<file path="src/rtl/bnn_pkg.sv">
// Shared types and width helpers for the sequential binarized NN classifier.
`default_nettype none

package bnn_pkg;

  typedef enum logic [1:0] {
    ST_IDLE = 2'd0,
    ST_L0   = 2'd1,
    ST_L1   = 2'd2,
    ST_DONE = 2'd3
  } state_e;

  function automatic int acc_w(input int feat_bits, input int feat_cnt);
    return feat_bits + $clog2(feat_cnt) + 1;
  endfunction

  function automatic int score_w(input int hidden_cnt);
    return $clog2(hidden_cnt + 1);
  endfunction

  function automatic int cnt_w(input int n);
    return $clog2(n + 1);
  endfunction

  function automatic int ceil_div(input int a, input int b);
    return (a + b - 1) / b;
  endfunction

endpackage

`default_nettype wire

</file>
<file path="src/rtl/bnn_l0_neuron.sv">
// One layer-0 binarized neuron: signed +/- feature sum against a weight row, sign -> hidden bit.
`default_nettype none

module bnn_l0_neuron
  import bnn_pkg::*;
#(
  parameter int FEAT_CNT  = 16,
  parameter int FEAT_BITS = 4
) (
  input  logic [FEAT_CNT-1:0]           row_i,
  input  logic [FEAT_CNT*FEAT_BITS-1:0] feat_i,
  output logic                          hbit_o
);

  localparam int AW = acc_w(FEAT_BITS, FEAT_CNT);

  logic signed [AW-1:0] acc;
  logic signed [AW-1:0] x;

  always_comb begin
    acc = '0;
    x   = '0;
    for (int f = 0; f < FEAT_CNT; f++) begin
      x = $signed(AW'(FEAT_BITS'(feat_i >> (f * FEAT_BITS))));
      if (((row_i >> f) & FEAT_CNT'(1)) != '0) acc = acc + x;
      else                                      acc = acc - x;
    end
  end

  // acc >= 0 is simply a clear sign bit
  assign hbit_o = ~acc[AW-1];

endmodule

`default_nettype wire

</file>
<file path="src/rtl/bnn2_seq_hs.sv">
// Two-layer binarized NN classifier, PAR hidden neurons per cycle then one class per cycle.
// Optional BNN_SCORE_OUT_EN adds a best_score output carrying the winning class score.
`default_nettype none

module bnn2_seq_hs
  import bnn_pkg::*;
#(
  parameter int FEAT_CNT   = 16,
  parameter int FEAT_BITS  = 4,
  parameter int HIDDEN_CNT = 40,
  parameter int CLASS_CNT  = 10,
  parameter int PAR        = 4,
  parameter logic [HIDDEN_CNT*FEAT_CNT-1:0]  Weights0 = '0,
  parameter logic [CLASS_CNT*HIDDEN_CNT-1:0] Weights1 = '0
) (
  input  logic                           clk,
  input  logic                           rst,
  input  logic                           in_valid,
  output logic                           in_ready,
  input  logic [FEAT_CNT*FEAT_BITS-1:0]  features,
  output logic                           out_valid,
  input  logic                           out_ready,
  output logic [$clog2(CLASS_CNT)-1:0]   prediction
`ifdef BNN_SCORE_OUT_EN
  ,
  output logic [$clog2(HIDDEN_CNT+1)-1:0] best_score
`endif
);

  localparam int NL0 = ceil_div(HIDDEN_CNT, PAR);
  localparam int C0W = cnt_w(NL0);
  localparam int C1W = cnt_w(CLASS_CNT);
  localparam int SW  = score_w(HIDDEN_CNT);
  localparam int PW  = $clog2(CLASS_CNT);

  state_e                        state_q, state_d;
  logic [C0W-1:0]                batch_q, batch_d;
  logic [C1W-1:0]                cls_q, cls_d;
  logic [FEAT_CNT*FEAT_BITS-1:0] feat_q;
  logic [HIDDEN_CNT-1:0]         hid_q, hid_d;
  logic [PAR-1:0]                hbit;
  logic [HIDDEN_CNT-1:0]         row1;
  logic [SW-1:0]                 score;
  logic [SW-1:0]                 sc_q;
  logic [PW-1:0]                 sc_idx_q;
  logic                          sc_vld_q;
  logic [SW-1:0]                 best_q;
  logic [PW-1:0]                 pred_q;
  logic                          ov_q;

  for (genvar p = 0; p < PAR; p++) begin : g_neur
    logic [31:0]         hidx;
    logic [FEAT_CNT-1:0] row;
    // rows past HIDDEN_CNT shift out to zero and their bits are never stored
    assign hidx = 32'(batch_q) * 32'(PAR) + 32'(p);
    assign row  = FEAT_CNT'(Weights0 >> (hidx * 32'(FEAT_CNT)));
    bnn_l0_neuron #(
      .FEAT_CNT (FEAT_CNT),
      .FEAT_BITS(FEAT_BITS)
    ) u_neuron (
      .row_i (row),
      .feat_i(feat_q),
      .hbit_o(hbit[p])
    );
  end

  for (genvar h = 0; h < HIDDEN_CNT; h++) begin : g_hid
    assign hid_d[h] = (state_q == ST_L0 && batch_q == C0W'(h / PAR)) ? hbit[h % PAR] : hid_q[h];
  end

  assign row1  = HIDDEN_CNT'(Weights1 >> (32'(cls_q) * 32'(HIDDEN_CNT)));
  assign score = SW'($countones(~(hid_q ^ row1)));

  always_comb begin
    state_d = state_q;
    batch_d = batch_q;
    cls_d   = cls_q;
    case (state_q)
      ST_IDLE: if (in_valid) state_d = ST_L0;
      ST_L0: begin
        if (batch_q == C0W'(NL0 - 1)) begin
          state_d = ST_L1;
          batch_d = '0;
        end else begin
          batch_d = batch_q + 1'b1;
        end
      end
      ST_L1: begin
        if (cls_q == C1W'(CLASS_CNT - 1)) begin
          state_d = ST_DONE;
          cls_d   = '0;
        end else begin
          cls_d = cls_q + 1'b1;
        end
      end
      ST_DONE: if (ov_q && out_ready) state_d = ST_IDLE;
      default: state_d = ST_IDLE;
    endcase
  end

  // class scores are registered and compared one cycle later; the last
  // compare lands in the first DONE cycle, together with out_valid rising
  always_ff @(posedge clk or negedge rst) begin
    if (!rst) begin
      state_q  <= ST_IDLE;
      batch_q  <= '0;
      cls_q    <= '0;
      feat_q   <= '0;
      hid_q    <= '0;
      sc_q     <= '0;
      sc_idx_q <= '0;
      sc_vld_q <= 1'b0;
      best_q   <= '0;
      pred_q   <= '0;
      ov_q     <= 1'b0;
    end else begin
      state_q  <= state_d;
      batch_q  <= batch_d;
      cls_q    <= cls_d;
      hid_q    <= hid_d;
      sc_q     <= score;
      sc_idx_q <= PW'(cls_q);
      sc_vld_q <= (state_q == ST_L1);
      if (state_q == ST_IDLE && in_valid) begin
        feat_q <= features;
        best_q <= '0;
        pred_q <= '0;
      end else if (sc_vld_q && sc_q > best_q) begin
        best_q <= sc_q;
        pred_q <= sc_idx_q;
      end
      ov_q <= (state_q == ST_DONE) && !(ov_q && out_ready);
    end
  end

  assign in_ready   = (state_q == ST_IDLE);
  assign out_valid  = ov_q;
  assign prediction = pred_q;
`ifdef BNN_SCORE_OUT_EN
  assign best_score = best_q;
`endif

endmodule

`default_nettype wire
</file>
<file path="config.mk">
export PLATFORM = sky130hd
export DESIGN_NAME = bnn2_seq_hs
export DESIGN_NICKNAME = d
export VERILOG_FILES = /design/src/rtl/bnn_pkg.sv /design/src/rtl/bnn_l0_neuron.sv /design/src/rtl/bnn2_seq_hs.sv
export SDC_FILE = /design/constraint.sdc
export NUM_CORES = 1
export LEC_CHECK = 0
export ABC_AREA = 1
export BUFFER_PORTS_ARGS = -buffer_cell sky130_fd_sc_hd__buf_2
export CAP_MARGIN = 20
export CELL_PAD_IN_SITES_DETAIL_PLACEMENT = 0
export CELL_PAD_IN_SITES_GLOBAL_PLACEMENT = 1
export CORE_MARGIN = 8
export CORE_UTILIZATION = 25
export CTS_CLUSTER_DIAMETER = 100
export DETAILED_ROUTE_END_ITERATION = 7
export MAX_ROUTING_LAYER = met4
export PLACE_DENSITY = 0.47
export SLEW_MARGIN = 20
export SYNTH_ARGS = -nofsm -noshare
export SYNTH_HDL_FRONTEND = slang
export SYNTH_HIERARCHICAL = 1
export SYNTH_SLANG_ARGS = --single-unit
</file>
<file path="constraint.sdc">
create_clock -name clk -period 17.2 [get_ports clk]
set_input_delay 2.58 -clock clk [delete_from_list [all_inputs] [get_ports clk]]
set_output_delay 2.58 -clock clk [all_outputs]
set_load 0.05 [all_outputs]
</file>
# Word level (Yosys, flattened, before mapping)
# Index checks and enable logic that the tools add are counted.
[totals]
register_bits = 136
word_cells = 309
out_inout_bits = 6
in_bits = 68
[classes]
add_sub_neg = 165
mux = 75
magnitude_cmp = 1
mul = 1
reduce_logical = 19
bitwise_logic = 6
n_eq_ne = 17
shifts = 5
[ops]
columns = ["cell", "count"]
rows = [
  ["two-way mux 9 bit", 64],
  ["adder 9 x 5 -> 9 bit", 60],
  ["subtractor 9 x 5 -> 9 bit", 60],
  ["right shift 1 x 11 -> 16 bit, first input constant", 3],
  ["adder 1 x 1 -> 2 bit", 20],
  ["NOT 40 bit", 1],
  ["right shift 1 x 10 -> 40 bit, first input constant", 1],
  ["bitwise XOR 40 bit", 1],
  ["adder 2 x 2 -> 3 bit", 10],
  ["adder 3 x 3 -> 4 bit", 5],
  ["== test 4 x 3 -> 1 bit, second input constant", 4],
  ["two-way mux 4 bit", 4],
  ["right shift 1 x 10 -> 16 bit, first input constant", 1],
  ["adder 6 x 2 -> 7 bit, second input constant", 2],
  ["logical AND 1 bit", 14],
  ["== test 4 bit, second input constant", 3],
  ["two-way mux 6 bit", 2],
  ["adder 4 x 4 -> 5 bit", 2],
  ["adder 4 x 1 -> 4 bit, second input constant", 2],
  ["== test 4 x 2 -> 1 bit, second input constant", 2],
  ["two-way mux 2 bit", 4],
  ["one-hot mux 2 bit (4 select lines)", 1],
  ["adder 6 x 1 -> 7 bit, second input constant", 1],
  ["multiplier 4 x 3 -> 7 bit, second input constant", 1],
  ["other kinds (15)", 21],
]

# Logic depth before layout (Yosys ltp)
[depth]
word_depth = 34
mapped_depth = 84
mapped_depth_nobuf = 84

# By module
# Netlist, hierarchy kept.
[by_module_without_submodules]
columns = ["mod", "area_per_inst_um2", "cells_per_inst", "seq_area_each_um2", "n_inst"]
rows = [
  ["bnn_l0_neuron at g_neur[1].u_neuron", 6727.7, 1100, 0.0, 1],
  ["bnn_l0_neuron at g_neur[3].u_neuron", 6588.8, 1100, 0.0, 1],
  ["bnn_l0_neuron at g_neur[2].u_neuron", 6538.8, 1073, 0.0, 1],
  ["bnn_l0_neuron at g_neur[0].u_neuron", 6522.5, 1060, 0.0, 1],
  ["bnn2_seq_hs", 6341.1, 543, 3403.3, 1],
]

# Least setup slack after synthesis
# OpenSTA, ideal clock, no wires.
[synth_timing]
kind = "register to register"
from = "reg feat_q[4]"
to = "reg hid_q[0]"
setup_slack_ns = 5.833
period_less_slack_ns = 11.367
path_buffers = 0
setup_time_ns = 0.131
stages_incl_launch_ff = 81
arrival_ns = 11.236
t_required_ns = 17.069
path_cell_list = "dfrtp_1 > inv_1 > ha_1 > inv_1 > o21ai_0 > a21oi_1 > nor2_1 > ha_1 > a21oi_1 > inv_1 > a31oi_1 > xor2_1 > inv_1 > ha_1 > a21oi_1 > nand2_1 > xor2_1 > inv_1 > [45 not listed] > inv_1 > ha_1 > a21oi_1 > xnor2_1 > ha_1 > nand2_1 > or2_2 > nand3_1 > nand3b_1 > nand2_1 > nand3_1 > nand2_1 > inv_1 > nand3_1 > nand2_1 > inv_1 > inv_1 > o21ai_0"
[synth_via]
elab_chain_cells = 31
elab_cells_between_ends = 46
classes_between = "30 x add/sub; 15 x mux; 1 x bitwise"
[synth_rtl]
columns = ["item", "line_no", "rtl"]
rows = [
  ["start: declaration", "bnn2_seq_hs.sv:39", "logic [FEAT_CNT*FEAT_BITS-1:0] feat_q;"],
  ["start signal: assignment", "bnn2_seq_hs.sv:125", "feat_q <= features;"],
  ["subtractor 9 x 5 -> 9 bit or adder 9 x 5 -> 9 bit (tied branches)", "bnn_l0_neuron.sv:26, bnn_l0_neuron.sv:25", ""],
  ["two-way mux 9 bit (*)", "bnn_l0_neuron.sv:25", "if (((row_i >> f) & FEAT_CNT'(1)) != '0) acc = acc + x;"],
  ["subtractor 9 x 5 -> 9 bit or adder 9 x 5 -> 9 bit (tied branches)", "bnn_l0_neuron.sv:26, bnn_l0_neuron.sv:25", ""],
  ["two-way mux 9 bit (*)", "bnn_l0_neuron.sv:25", ""],
  ["subtractor 9 x 5 -> 9 bit or adder 9 x 5 -> 9 bit (tied branches)", "bnn_l0_neuron.sv:26, bnn_l0_neuron.sv:25", ""],
  ["two-way mux 9 bit (*)", "bnn_l0_neuron.sv:25", ""],
  ["subtractor 9 x 5 -> 9 bit or adder 9 x 5 -> 9 bit (tied branches)", "bnn_l0_neuron.sv:26, bnn_l0_neuron.sv:25", ""],
  ["two-way mux 9 bit (*)", "bnn_l0_neuron.sv:25", ""],
  ["[16 not listed]", "-", ""],
  ["subtractor 9 x 5 -> 9 bit or adder 9 x 5 -> 9 bit (tied branches)", "bnn_l0_neuron.sv:26, bnn_l0_neuron.sv:25", ""],
  ["two-way mux 9 bit (*)", "bnn_l0_neuron.sv:25", ""],
  ["subtractor 9 x 5 -> 9 bit or adder 9 x 5 -> 9 bit (tied branches)", "bnn_l0_neuron.sv:26, bnn_l0_neuron.sv:25", ""],
  ["two-way mux 9 bit (*)", "bnn_l0_neuron.sv:25", ""],
  ["subtractor 9 x 5 -> 9 bit or adder 9 x 5 -> 9 bit (tied branches)", "bnn_l0_neuron.sv:26, bnn_l0_neuron.sv:25", ""],
  ["two-way mux 9 bit (*)", "bnn_l0_neuron.sv:25", ""],
  ["NOT 1 bit (*)", "bnn_l0_neuron.sv:31", "assign hbit_o = ~acc[AW-1];"],
  ["named net hbit[0]", "bnn2_seq_hs.sv:41", "logic [PAR-1:0] hbit;"],
  ["end signal: assignment", "bnn2_seq_hs.sv:120", "hid_q <= hid_d;"],
  ["end: declaration", "bnn2_seq_hs.sv:40", "logic [HIDDEN_CNT-1:0] hid_q, hid_d;"],
]
# Mark *: on every way through the listed nets, which the timed path passes. The rest lies on a longest branch.
# A chain may end at the register's enable or synchronous reset.

# Final worst setup path
[layout_timing]
from = "reg feat_q[4]"
to = "reg hid_q[32]"
# The elaborated chain is that of the path after synthesis.

==> key figures <==
CTS
  – Clock sink count: 136
  – CTS tree: built
  – CTS Buf Count: 17
  – CTS Hold Bufs: 0
  – # Post-CTS Setup Buffers: 0
  – Latest clock arrival within the worst-skew pair: 0.49 ns
  – CTS clk-pin slew, worst paths: 0.07 ns
  – Cts repair resizes: 0
  – Root Buffer: clkbuf_16
  – Max Root-Sink Buffers: 2
  – Htree depth: 4

Worst hold path
  – Worst Hold Path Cells: 0
  – Hold Crit Class: reg2reg
  – Hold Crit Endpoint: sc_idx_q[3]
  – Min-delay src: cls_q[3]

Die
  – Die height: 378 um
  – DIE WIDTH: 378 um
  – Die ar.: 143,000 um2
  – Row count: 132
  – IO Pins: 74
  – Initial Utilization: 0.252
  – Core Box Area: 130,000 um2

Worst setup path
  – CP max FO: 13
  – Most common cell on crit path: inv_1
  – CP Capture Type: flop
  – Critical path type: reg2reg
  – Worst R2R Start: feat_q[4]
  – CP startpoint kind: flop
  – WP data arrival: 13.41 ns
  – Reg2Reg Setup Slack: 4.14 ns
  – CP required: 17.54 ns
  – R2r worst-path depth: 80
  – Critical path's slowest cell: dfrtp_1
  – Critical Path Max Stage Delay: 0.61 ns
  – RR Endpoint: hid_q[32]

Routing
  – Via Count: 28,667
  – 1st-iter DRT viols: 1,035
  – Detailed Route WL: 91.6 mm
  – Vias per cell: 4.14
  – ANT nets after route: 0
  – Routed len/inst: 13.2 um
  – Iteration count of the initial detailed-routing pass: 5
  – DR DRC count: 0

Layout
  – Register area: 3400 um2
  – Post-Layout Inst Area: 36,600 um2
  – Layout net count: 5,936
  – Multi-input logic area: 26,200 um2
  – Share of layout cells above drive strength 1: 0.0657
  – Finished Core Util: 0.282
  – Synth-to-layout area growth: 11.8%
  – Fillers: 14,579

Logic synthesis
  – Post-synth ARST share: 1.00
  – Share of the synthesized area in the top cell type: 0.236
  – EDFF count, synth: 0
  – Most frequent cells after synthesis: nand2_1 (1,108), inv_1 (956), ha_1 (617)
  – Synth unique cells: 49
  – Area leader, netlist: ha_1
  – Netlist Area Pre-Place: 32,700 um2
  – Syn Area/Cell: 6.71 um2
  – Mapped Cells: 4,876
  – Ranking of synthesized cells by area: ha_1 (24%), nand2_1 (13%), inv_1 (11%)
  – Most common cell in the netlist: nand2_1
  – Yosys warnings: 9
  – Synth Flop Type: dfrtp_1
  – Yosys reg bits: 136
  – Register area share after synthesis: 0.104

Placed design
  – Port Buffers: 73
  – DP Worst Slack: 3.98 ns
  – DP Area: 36,000 um2
  – GP Congestion: 0.795
  – Post-DP HPWL: 81.3 mm

STA
  – Max frequency: 76.6 MHz
  – Final hold violations: 0
  – Minimum clock period: 13.06 ns
  – Max-slew violation count: 0
  – Clock Skews: 0.0172 ns
  – Slew headroom: 0.360
  – Final TNS setup: 0 ns
  – RSZ-0062 raised after global routing: false
  – Least-Margin Pin Slew: 0.960 ns
  – Final setup violation count: 0
  – PnR worst setup slack: 4.14 ns
  – Final period util: 0.759

Global route
  – Initial antenna violation count: 3
  – First-pass GRT wire length: 148 mm
  – Gr ovfl total: 0
  – Vias in the first global route: 28,666
  – Largest net degree at the start of global routing: 92
  – GRT Overall Usage: 0.133

Outcome
  – Outcome: completed

Flow run
  – Max_cap viols: 0
==> flip-flops by register name, indices dropped and copies added, names as in the netlist <==
name,flops
sc_q,6
feat_q,64
prediction,4
best_q,6
cls_q,4
out_valid,1
state_q,2
sc_vld_q,1
sc_idx_q,4
batch_q,4
hid_q,40
==> worst max path at each step <==
stage	end	cells after the start	from
2_1_floorplan	hid_q[0]	80	feat_q[4]
3_3_place_gp	hid_q[34]	80	feat_q[6]
3_5_place_dp	hid_q[32]	76	feat_q[0]
4_1_cts	hid_q[32]	79	feat_q[0]
5_1_grt	hid_q[32]	82	feat_q[4]
6_report	hid_q[32]	80	feat_q[4]
==> kinds of logic (layout without fill, tap and decap cells) <==
kind of cell / count (synthesis) / count (layout) / share of synthesized area
buffers and inverters: 1018 / 1111 / 0.119
multiplexers: 68 / 68 / 0.0234
AND/OR/NAND/NOR: 1725 / 1725 / 0.222
AO/OA/AOI/OAI: 852 / 852 / 0.142
adder cells (fa/ha/maj): 704 / 704 / 0.289
flip-flops: 136 / 136 / 0.104
other: 1 / 211 / 0.000115
XOR/XNOR: 372 / 372 / 0.100
==> final cells by class <==
| type | instances | share of cell area |
|---|---|---|
| inverters | 1001 | 0.103 |
| well taps | 1742 | 0.0596 |
| diodes | 2 | 0.000137 |
| clock inverters | 15 | 0.00489 |
| clock buffers | 17 | 0.0116 |
| repair buffers | 78 | 0.0112 |
| flip-flops and latches | 136 | 0.0930 |
| multi-input cells | 3930 | 0.717 |
==> stage by stage <==
step | cells | hold slack [ns]
3_5_place_dp | 6887 | 0.414
3_3_place_gp | 6887 | 0.413
6_report | 6921 | 0.435
4_1_cts | 6919 | 0.432
5_1_grt | 6919 | 0.441
2_1_floorplan | 5084 | 0.392
==> worst max-delay path: cells and delay by family, from the launching register on <==
family / cells / cell delay (ns)
AOI/OAI and AO/OA: 9 / 1.55
xor gates and xnor gates: 14 / 2.07
adders and majority gates: 16 / 4.83
buffers and inverters: 30 / 2.48
DFF: 1 / 0.61
and+or+nand+nor: 11 / 1.34
==> layer usage <==
| metal | wire, um | global-route usage |
|---|---|---|
| met4 | 854 | 0.0182 |
| met2 | 43300 | 0.231 |
| met1 | 45200 | 0.169 |
| met5 | 0 | - |
| met3 | 2260 | 0.0178 |
==> layout by cell type, fill, tap and decap left out, drive strengths merged, types with 2 or more instances in the layout <==
master,netlist,routed
buf,16,78
a21oi,422,422
o21a,8,8
conb,1,209
nand3,242,242
xor2,201,201
o22ai,36,36
diode,0,2
mux2,68,68
nor2,203,203
dfrtp,136,136
nand3b,5,5
a21o,6,6
nand2b,6,6
fa,87,87
nand2,1157,1157
inv,1000,1010
o31ai,2,2
nand4,16,16
and2,2,2
a31oi,11,11
ha,617,617
or2,2,2
clkinv,1,4
bufinv,0,2
xnor2,171,171
clkbuf,1,17
o21ai,318,318
nor3,92,92
o21bai,45,45
Power is left out: the tool's default activity adds up to more than one toggle a clock period on the data nets, which glitch-free logic cannot reach.
